File: src/rtl/vga_pkg.sv
// Shared types and colour constants for the VGA timing / test-pattern path.
package vga_pkg;

  typedef enum logic [1:0] {
    PAT_GRID  = 2'd0,
    PAT_BARS  = 2'd1,
    PAT_CHECK = 2'd2,
    PAT_SOLID = 2'd3
  } pattern_mode_t;

  typedef logic [23:0] rgb_t;

  localparam rgb_t WHITE = 24'hFFFFFF;
  localparam rgb_t BLACK = 24'h000000;

  // Index 0 is the left-most bar: white, yellow, cyan, green, magenta, red, blue, black.
  localparam logic [7:0][23:0] BAR_COLOURS = {
    24'h000000,  // 7 black
    24'h0000FF,  // 6 blue
    24'hFF0000,  // 5 red
    24'hFF00FF,  // 4 magenta
    24'h00FF00,  // 3 green
    24'h00FFFF,  // 2 cyan
    24'hFFFF00,  // 1 yellow
    24'hFFFFFF   // 0 white
  };

endpackage

File: src/rtl/video_if.sv
// Parallel video bus: pixel clock, syncs, active-video flag and 24-bit colour.
interface video_if;
  logic        CLK;
  logic        HS;
  logic        VS;
  logic        BLANK;  // 1 = active video
  logic [23:0] RGB;

  modport master (output CLK, output HS, output VS, output BLANK, output RGB);
  modport slave  (input  CLK, input  HS, input  VS, input  BLANK, input  RGB);
endinterface

File: src/rtl/vga_timing.sv
// Raster counters plus combinational decode of sync, active-video window,
// active-pixel coordinates and line/frame markers. All outputs are decoded
// from the current counter state; the parent registers them.
module vga_timing #(
  parameter int HDISP  = 800,
  parameter int VDISP  = 480,
  parameter int HFP    = 40,
  parameter int HPULSE = 48,
  parameter int HBP    = 40,
  parameter int VFP    = 12,
  parameter int VPULSE = 3,
  parameter int VBP    = 40,
  parameter bit HS_POL = 1'b0,
  parameter bit VS_POL = 1'b0
) (
  input  logic                       i_clk,
  input  logic                       i_rst_n,
  output logic                       o_hs,
  output logic                       o_vs,
  output logic                       o_blank,
  output logic                       o_line_start,
  output logic                       o_frame_start,
  output logic [$clog2(HDISP)-1:0]   o_x,
  output logic [$clog2(VDISP)-1:0]   o_y
);

  localparam int HTOTAL = HFP + HPULSE + HBP + HDISP;
  localparam int VTOTAL = VFP + VPULSE + VBP + VDISP;
  localparam int HBLANK = HTOTAL - HDISP;
  localparam int VBLANK = VTOTAL - VDISP;
  localparam int HW     = $clog2(HTOTAL);
  localparam int VW     = $clog2(VTOTAL);
  localparam int XW     = $clog2(HDISP);
  localparam int YW     = $clog2(VDISP);

  logic [HW-1:0] r_hcnt;
  logic [VW-1:0] r_vcnt;

  logic w_hwrap;
  logic w_vwrap;
  logic w_hact;
  logic w_vact;
  logic w_hs_on;
  logic w_vs_on;

  assign w_hwrap = (r_hcnt == HW'(HTOTAL - 1));
  assign w_vwrap = (r_vcnt == VW'(VTOTAL - 1));

  // Pixel counter wraps every line; line counter advances on each pixel wrap.
  always_ff @(posedge i_clk) begin
    if (!i_rst_n) begin
      r_hcnt <= '0;
      r_vcnt <= '0;
    end else if (w_hwrap) begin
      r_hcnt <= '0;
      r_vcnt <= w_vwrap ? '0 : r_vcnt + 1'b1;
    end else begin
      r_hcnt <= r_hcnt + 1'b1;
    end
  end

  // Each line/frame runs front porch, sync, back porch, then active region.
  always_comb begin
    w_hs_on = (r_hcnt >= HW'(HFP)) && (r_hcnt < HW'(HFP + HPULSE));
    w_vs_on = (r_vcnt >= VW'(VFP)) && (r_vcnt < VW'(VFP + VPULSE));
    w_hact  = (r_hcnt >= HW'(HBLANK));
    w_vact  = (r_vcnt >= VW'(VBLANK));
  end

  // Polarised syncs, active flag, markers and zero-held coordinates.
  always_comb begin
    o_hs          = w_hs_on ? HS_POL : ~HS_POL;
    o_vs          = w_vs_on ? VS_POL : ~VS_POL;
    o_blank       = w_hact && w_vact;
    o_line_start  = (r_hcnt == '0);
    o_frame_start = (r_hcnt == '0) && (r_vcnt == '0);
    o_x           = '0;
    o_y           = '0;
    if (w_hact && w_vact) begin
      o_x = XW'(r_hcnt - HW'(HBLANK));
      o_y = YW'(r_vcnt - VW'(VBLANK));
    end
  end

endmodule

File: src/rtl/vga_pattern_gen.sv
// VGA timing and test-pattern generator. Pattern mode and solid colour are
// shadowed at raster position (0,0) so a frame is never torn by a mode change.
// Every output is registered one clock after the counter state that made it.
module vga_pattern_gen
  import vga_pkg::*;
#(
  parameter int HDISP  = 800,
  parameter int VDISP  = 480,
  parameter int HFP    = 40,
  parameter int HPULSE = 48,
  parameter int HBP    = 40,
  parameter int VFP    = 12,
  parameter int VPULSE = 3,
  parameter int VBP    = 40,
  parameter bit HS_POL = 1'b0,
  parameter bit VS_POL = 1'b0,
  parameter int GRID   = 16
) (
  input  logic                      pixel_clk,
  input  logic                      pixel_rst,
  input  logic [1:0]                mode,
  input  logic [23:0]               solid_rgb,
  video_if.master                   video_ifm,
  output logic                      frame_start,
  output logic                      line_start,
  output logic [$clog2(HDISP)-1:0]  pix_x,
  output logic [$clog2(VDISP)-1:0]  pix_y,
  output logic [15:0]               frame_cnt
);

  localparam int XW   = $clog2(HDISP);
  localparam int YW   = $clog2(VDISP);
  localparam int BARW = HDISP / 8;
  localparam int GSH  = $clog2(GRID);

  if (GRID < 2 || (GRID & (GRID - 1)) != 0) begin : g_bad_grid
    $error("vga_pattern_gen: GRID must be a power of two >= 2");
  end
  if (HDISP < 8) begin : g_bad_hdisp
    $error("vga_pattern_gen: HDISP must be at least 8");
  end

  logic          w_hs;
  logic          w_vs;
  logic          w_blank;
  logic          w_line_start;
  logic          w_frame_start;
  logic [XW-1:0] w_x;
  logic [YW-1:0] w_y;
  logic [2:0]    w_bar;
  rgb_t          w_rgb;

  pattern_mode_t r_mode_q;
  rgb_t          r_solid_q;
  logic          r_seen_frame;
  logic [15:0]   r_frame_cnt;
  logic          r_hs;
  logic          r_vs;
  logic          r_blank;
  rgb_t          r_rgb;
  logic          r_line_start;
  logic          r_frame_start;
  logic [XW-1:0] r_pix_x;
  logic [YW-1:0] r_pix_y;

  vga_timing #(
    .HDISP (HDISP),  .VDISP (VDISP),
    .HFP   (HFP),    .HPULSE(HPULSE), .HBP(HBP),
    .VFP   (VFP),    .VPULSE(VPULSE), .VBP(VBP),
    .HS_POL(HS_POL), .VS_POL(VS_POL)
  ) u_timing (
    .i_clk        (pixel_clk),
    .i_rst_n      (pixel_rst),
    .o_hs         (w_hs),
    .o_vs         (w_vs),
    .o_blank      (w_blank),
    .o_line_start (w_line_start),
    .o_frame_start(w_frame_start),
    .o_x          (w_x),
    .o_y          (w_y)
  );

  // Shadow the pattern controls once per frame, at raster position (0,0).
  always_ff @(posedge pixel_clk) begin
    if (!pixel_rst) begin
      r_mode_q  <= PAT_GRID;
      r_solid_q <= BLACK;
    end else if (w_frame_start) begin
      r_mode_q  <= pattern_mode_t'(mode);
      r_solid_q <= solid_rgb;
    end
  end

  // Colour-bar index by compare chain; anything past the last bar edge stays on bar 7.
  always_comb begin
    w_bar = 3'd0;
    for (int k = 1; k < 8; k++) begin
      if (32'(w_x) >= 32'(k * BARW)) w_bar = 3'(k);
    end
  end

  // Pattern mux; black outside the active window.
  always_comb begin
    w_rgb = BLACK;
    if (w_blank) begin
      unique case (r_mode_q)
        PAT_GRID:  w_rgb = (((32'(w_x) & 32'(GRID - 1)) == 32'd0) ||
                            ((32'(w_y) & 32'(GRID - 1)) == 32'd0)) ? WHITE : BLACK;
        PAT_BARS:  w_rgb = BAR_COLOURS[w_bar];
        PAT_CHECK: w_rgb = ((((32'(w_x) >> GSH) ^ (32'(w_y) >> GSH)) & 32'd1) == 32'd0)
                           ? WHITE : BLACK;
        PAT_SOLID: w_rgb = r_solid_q;
        default:   w_rgb = BLACK;
      endcase
    end
  end

  // Count completed frames: the first frame start after reset opens frame 0.
  always_ff @(posedge pixel_clk) begin
    if (!pixel_rst) begin
      r_seen_frame <= 1'b0;
      r_frame_cnt  <= '0;
    end else if (w_frame_start) begin
      r_seen_frame <= 1'b1;
      if (r_seen_frame) r_frame_cnt <= r_frame_cnt + 16'd1;
    end
  end

  // Single output stage keeps syncs, blank, colour, markers and coordinates aligned.
  always_ff @(posedge pixel_clk) begin
    if (!pixel_rst) begin
      r_hs          <= ~HS_POL;
      r_vs          <= ~VS_POL;
      r_blank       <= 1'b0;
      r_rgb         <= BLACK;
      r_line_start  <= 1'b0;
      r_frame_start <= 1'b0;
      r_pix_x       <= '0;
      r_pix_y       <= '0;
    end else begin
      r_hs          <= w_hs;
      r_vs          <= w_vs;
      r_blank       <= w_blank;
      r_rgb         <= w_rgb;
      r_line_start  <= w_line_start;
      r_frame_start <= w_frame_start;
      r_pix_x       <= w_x;
      r_pix_y       <= w_y;
    end
  end

  assign video_ifm.CLK   = pixel_clk;
  assign video_ifm.HS    = r_hs;
  assign video_ifm.VS    = r_vs;
  assign video_ifm.BLANK = r_blank;
  assign video_ifm.RGB   = r_rgb;
  assign frame_start     = r_frame_start;
  assign line_start      = r_line_start;
  assign pix_x           = r_pix_x;
  assign pix_y           = r_pix_y;
  assign frame_cnt       = r_frame_cnt;

endmodule

File: src/flat_wrapper.sv
// flat-port wrapper written by rule: the top's interface ports become plain ports
module vga_pattern_gen_flat import vga_pkg::*;
#(
  parameter int HDISP  = 800,
  parameter int VDISP  = 480,
  parameter int HFP    = 40,
  parameter int HPULSE = 48,
  parameter int HBP    = 40,
  parameter int VFP    = 12,
  parameter int VPULSE = 3,
  parameter int VBP    = 40,
  parameter bit HS_POL = 1'b0,
  parameter bit VS_POL = 1'b0,
  parameter int GRID   = 16
)
  (pixel_clk, pixel_rst, mode, solid_rgb, frame_start, line_start, pix_x, pix_y, frame_cnt, video_ifm_CLK, video_ifm_HS, video_ifm_VS, video_ifm_BLANK, video_ifm_RGB);
  video_if video_ifm_i ();
  input  logic pixel_clk;
  input  logic pixel_rst;
  input  logic [1:0] mode;
  input  logic [23:0] solid_rgb;
  output logic frame_start;
  output logic line_start;
  output logic [$clog2(HDISP)-1:0] pix_x;
  output logic [$clog2(VDISP)-1:0] pix_y;
  output logic [15:0] frame_cnt;
  output wire logic [$bits(video_ifm_i.CLK)-1:0] video_ifm_CLK;
  output wire logic [$bits(video_ifm_i.HS)-1:0] video_ifm_HS;
  output wire logic [$bits(video_ifm_i.VS)-1:0] video_ifm_VS;
  output wire logic [$bits(video_ifm_i.BLANK)-1:0] video_ifm_BLANK;
  output wire logic [$bits(video_ifm_i.RGB)-1:0] video_ifm_RGB;
  assign video_ifm_CLK = video_ifm_i.CLK;
  assign video_ifm_HS = video_ifm_i.HS;
  assign video_ifm_VS = video_ifm_i.VS;
  assign video_ifm_BLANK = video_ifm_i.BLANK;
  assign video_ifm_RGB = video_ifm_i.RGB;
  vga_pattern_gen #(.HDISP(HDISP), .VDISP(VDISP), .HFP(HFP), .HPULSE(HPULSE), .HBP(HBP), .VFP(VFP), .VPULSE(VPULSE), .VBP(VBP), .HS_POL(HS_POL), .VS_POL(VS_POL), .GRID(GRID)) u_core (.pixel_clk(pixel_clk), .pixel_rst(pixel_rst), .mode(mode), .solid_rgb(solid_rgb), .video_ifm(video_ifm_i), .frame_start(frame_start), .line_start(line_start), .pix_x(pix_x), .pix_y(pix_y), .frame_cnt(frame_cnt));
endmodule
File: config.mk
export PLATFORM = sky130hd
export DESIGN_NAME = vga_pattern_gen_flat
export DESIGN_NICKNAME = d
export VERILOG_FILES = /design/src/rtl/vga_pkg.sv /design/src/rtl/video_if.sv /design/src/rtl/vga_timing.sv /design/src/rtl/vga_pattern_gen.sv /design/src/flat_wrapper.sv
export SDC_FILE = /design/constraint.sdc
export NUM_CORES = 1
export LEC_CHECK = 0
export CORE_MARGIN = 5
export CORE_UTILIZATION = 54
export CTS_BUF_LIST = sky130_fd_sc_hd__clkbuf_8
export CTS_CLUSTER_SIZE = 40
export DETAILED_ROUTE_END_ITERATION = 10
export GPL_TIMING_DRIVEN = 0
export PLACE_DENSITY = 0.83
export SYNTH_ARGS = -nofsm -noshare
export SYNTH_HDL_FRONTEND = slang
export SYNTH_HIERARCHICAL = 1
export SYNTH_SLANG_ARGS = --single-unit
File: constraint.sdc
create_clock -name pixel_clk -period 3.75 [get_ports pixel_clk]
set_input_delay 0.75 -clock pixel_clk [delete_from_list [all_inputs] [get_ports pixel_clk]]
set_output_delay 0.75 -clock pixel_clk [all_outputs]
set_load 0.02 [all_outputs]
==> impl_metrics.env <==
export IMPL_ys_types=63
export IMPL_n_antenna_cell=0
export IMPL_hold_class="flop to flop"
export IMPL_design_area_sq_um=6100
export IMPL_path_class="clock port to output pin"
export IMPL_die_w_um=104
export IMPL_top_layer="met4"
export IMPL_dieArea_sq_um=10900
export IMPL_met1_length_mm=5.10
export IMPL_p_leak_nw=2.43
export IMPL_met3WireLength_um=596
export IMPL_via_per_inst=5.55
export IMPL_setup_tns_ns=0
export IMPL_io_pins=93
export IMPL_ctsHoldBuffers=0
export IMPL_drtAntennaViolNets=0
export IMPL_firstDrtPassIters=5
export IMPL_drive_above_1_share_pct=9.61
export IMPL_antenna_found_initial=0
export IMPL_ys_ff_latch=111
export IMPL_cts_setup_buffers=0
export IMPL_syn_to_final_growth_pct=27.2
export IMPL_place_ws_ns=0.503
export IMPL_synth_flop_cell="dfxtp_1"
export IMPL_startpoint_type="clock port"
export IMPL_worst_pin_slew_ns=0.527
export IMPL_fin_hold_ws_ns=0.472
export IMPL_initial_core_util_pct=55.2
export IMPL_ys_warn_count=6
export IMPL_syn_cell_area_sq_um=4790
export IMPL_worstPathMaxFanout=2
export IMPL_arrival_ns=2.75
export IMPL_grt_overflow=0
export IMPL_placed_area_sq_um=5850
export IMPL_grt_max_degree=23
export IMPL_cap_violations=0
export IMPL_fin_skew_ns=0.0161
export IMPL_port_buffers=92
export IMPL_synth_top_area_share_pct=46.4
export IMPL_grt_pass1_vias=4019
export IMPL_path_clk_slew_ns=0.11
export IMPL_wl_met2_mm=5.62
export IMPL_detailed_place_hpwl_mm=8.67
export IMPL_initialDrtViolationCount=246
export IMPL_fp_coreArea_sq_um=8680
export IMPL_synth_edff_count=0
export IMPL_rsz0062_at_grt="false"
export IMPL_outcome="finished clean"
export IMPL_cts_tree="yes"
export IMPL_fillers=668
export IMPL_yosysTopAreaCell="dfxtp_1"
export IMPL_synthCells=524
export IMPL_async_reset_ff_share_pct=0
export IMPL_post_cts_resize_count=0
export IMPL_synth_most_common_cell="dfxtp_1"
export IMPL_multi_input_area_sq_um=2340
export IMPL_final_seq_area_sq_um=2220
export IMPL_fin_nets=667
export IMPL_grt_use_total_pct=21.6
export IMPL_synth_top_cells_by_area="dfxtp_1 46%, mux2i_1 5.6%, nor2_1 5.5%"
export IMPL_cp_required_ns=3.00
export IMPL_relSlewSlack_pct=64.7
export IMPL_syn_area_per_cell_sq_um=9.15
export IMPL_drc=0
export IMPL_grt_pass1_wl_mm=19.7
export IMPL_wire_per_inst_um=15.5
export IMPL_clock_latency_ns=0.48
export IMPL_gp_congestion=0.837
export IMPL_die_height_um=104
export IMPL_num_vias=4120
export IMPL_seq_area_frac_synth_pct=46.4
export IMPL_syn_num_nets=561
export IMPL_layout_setup_ws_ns=0.252
export IMPL_final_setup_viol_count=0
export IMPL_synthTopCellsByCount="111 x dfxtp_1, 70 x nor2_1, 42 x nand2_1, 28 x and2_1, 27 x mux2i_1"
export IMPL_rows=34
export IMPL_vdd_drop_max_v=0.000371
export IMPL_hold_violations=0
export IMPL_cp_end_kind="output pin"
export IMPL_slew_viol_final=0
export IMPL_p_per_area_nw_per_um2=377
export IMPL_postRouteWirelength_mm=11.5
-- critical path: stages --
cell	delay [ns]
clkbuf_8	0.11
clkbuf_8	0.12
buf_4	0.12
clkdlybuf4s50_1	0.53
-- stage by stage --
step           util, %  total power [mW]  instances
2_1_floorplan        -              1.42        524
3_3_place_gp      67.4              1.50        724
3_5_place_dp      67.4              1.51        724
4_1_cts           70.2              2.31        743
5_1_grt           70.2              2.40        743
6_report          70.2              2.30        743
-- per-layer routing --
metal / vias up / GRT usage, %
met5: - / 0
met4: 0 / 7.68
met3: 14 / 5.21
met2: 133 / 34.7
met1: 1960 / 28.4
li1: 2013 / -
-- report_power, final --
part           switching (mW)  internal (mW)
logic                   0.102         0.0942
clock network           0.489          0.372
registers              0.0244           1.21
total                   0.616           1.68
-- logic make-up (layout without fill, tap and decap cells) --
group                    count (synthesis)  after routing  synth area share (%)
multiplexers                            27             27                  5.64
XOR/XNOR                                26             26                  4.75
flip-flops                             111            111                  46.4
buffers and inverters                   48            159                  4.73
AO/OA/AOI/OAI                           84             84                  12.1
AND/OR/NAND/NOR                        219            219                  24.1
adder cells (fa/ha/maj)                  9              9                  2.35
-- registers in the layout (all words and copies together) (netlist names), 2 cells and up --
name,count
u_core/u_timing/r_hcnt,10
u_core/frame_cnt,16
u_core/u_timing/r_vcnt,10
u_core/pix_x,10
u_core/r_solid_q,24
u_core/r_mode_q,2
u_core/pix_y,9
u_core/video_ifm.RGB,24
-- placed cells by master (no fill, tap or decap), drive strengths merged, types with 2 or more instances in the layout --
cell type | synthesis | layout
nand3 | 19 | 19
o22ai | 12 | 12
clkdlybuf4s50 | 0 | 92
a211o | 2 | 2
nor2 | 70 | 70
buf | 20 | 20
xor2 | 10 | 10
clkbuf | 13 | 25
o211a | 2 | 2
inv | 14 | 19
nand2 | 42 | 42
and3b | 2 | 2
nand4 | 5 | 5
or4b | 2 | 2
xnor2 | 16 | 16
ha | 9 | 9
nor3 | 7 | 7
and4 | 2 | 2
or4 | 3 | 3
a22oi | 9 | 9
and2 | 28 | 28
nand4b | 2 | 2
a31oi | 10 | 10
nand2b | 8 | 8
dfxtp | 111 | 111
clkinv | 1 | 2
nor3b | 2 | 2
mux2i | 27 | 27
a21oi | 27 | 27
nor4 | 6 | 6
and3 | 6 | 6
o21ai | 9 | 9
or3 | 11 | 11
-- path summary, 6_finish.rpt --
path                                         endpoint  slack, ns  cells after the start                            startpoint
setup / recovery                        video_ifm_CLK       0.25                      4                             pixel_clk
hold reg to reg   u_core/video_ifm.RGB[10]$_SDFF_PN0_       0.47                      2     u_core/r_solid_q[10]$_SDFFE_PN0P_
setup reg to reg   u_core/video_ifm.RGB[4]$_SDFF_PN0_       0.50                     11  u_core/u_timing/r_hcnt[8]$_SDFF_PP0_
hold / removal    u_core/video_ifm.RGB[10]$_SDFF_PN0_       0.47                      2     u_core/r_solid_q[10]$_SDFFE_PN0P_
-- area by class of cell --
cell class                      count  area share (%)
Clock inverter                      7            1.35
Inverter                           15           0.924
Clock buffer                       13            2.87
Multi-Input combinational cell    365            38.4
Tap cell                          108            2.22
Sequential cell                   111            36.5
Timing Repair Buffer               91            14.9
Buffer                             33            2.79
Power figures use the tool's default switching activity.
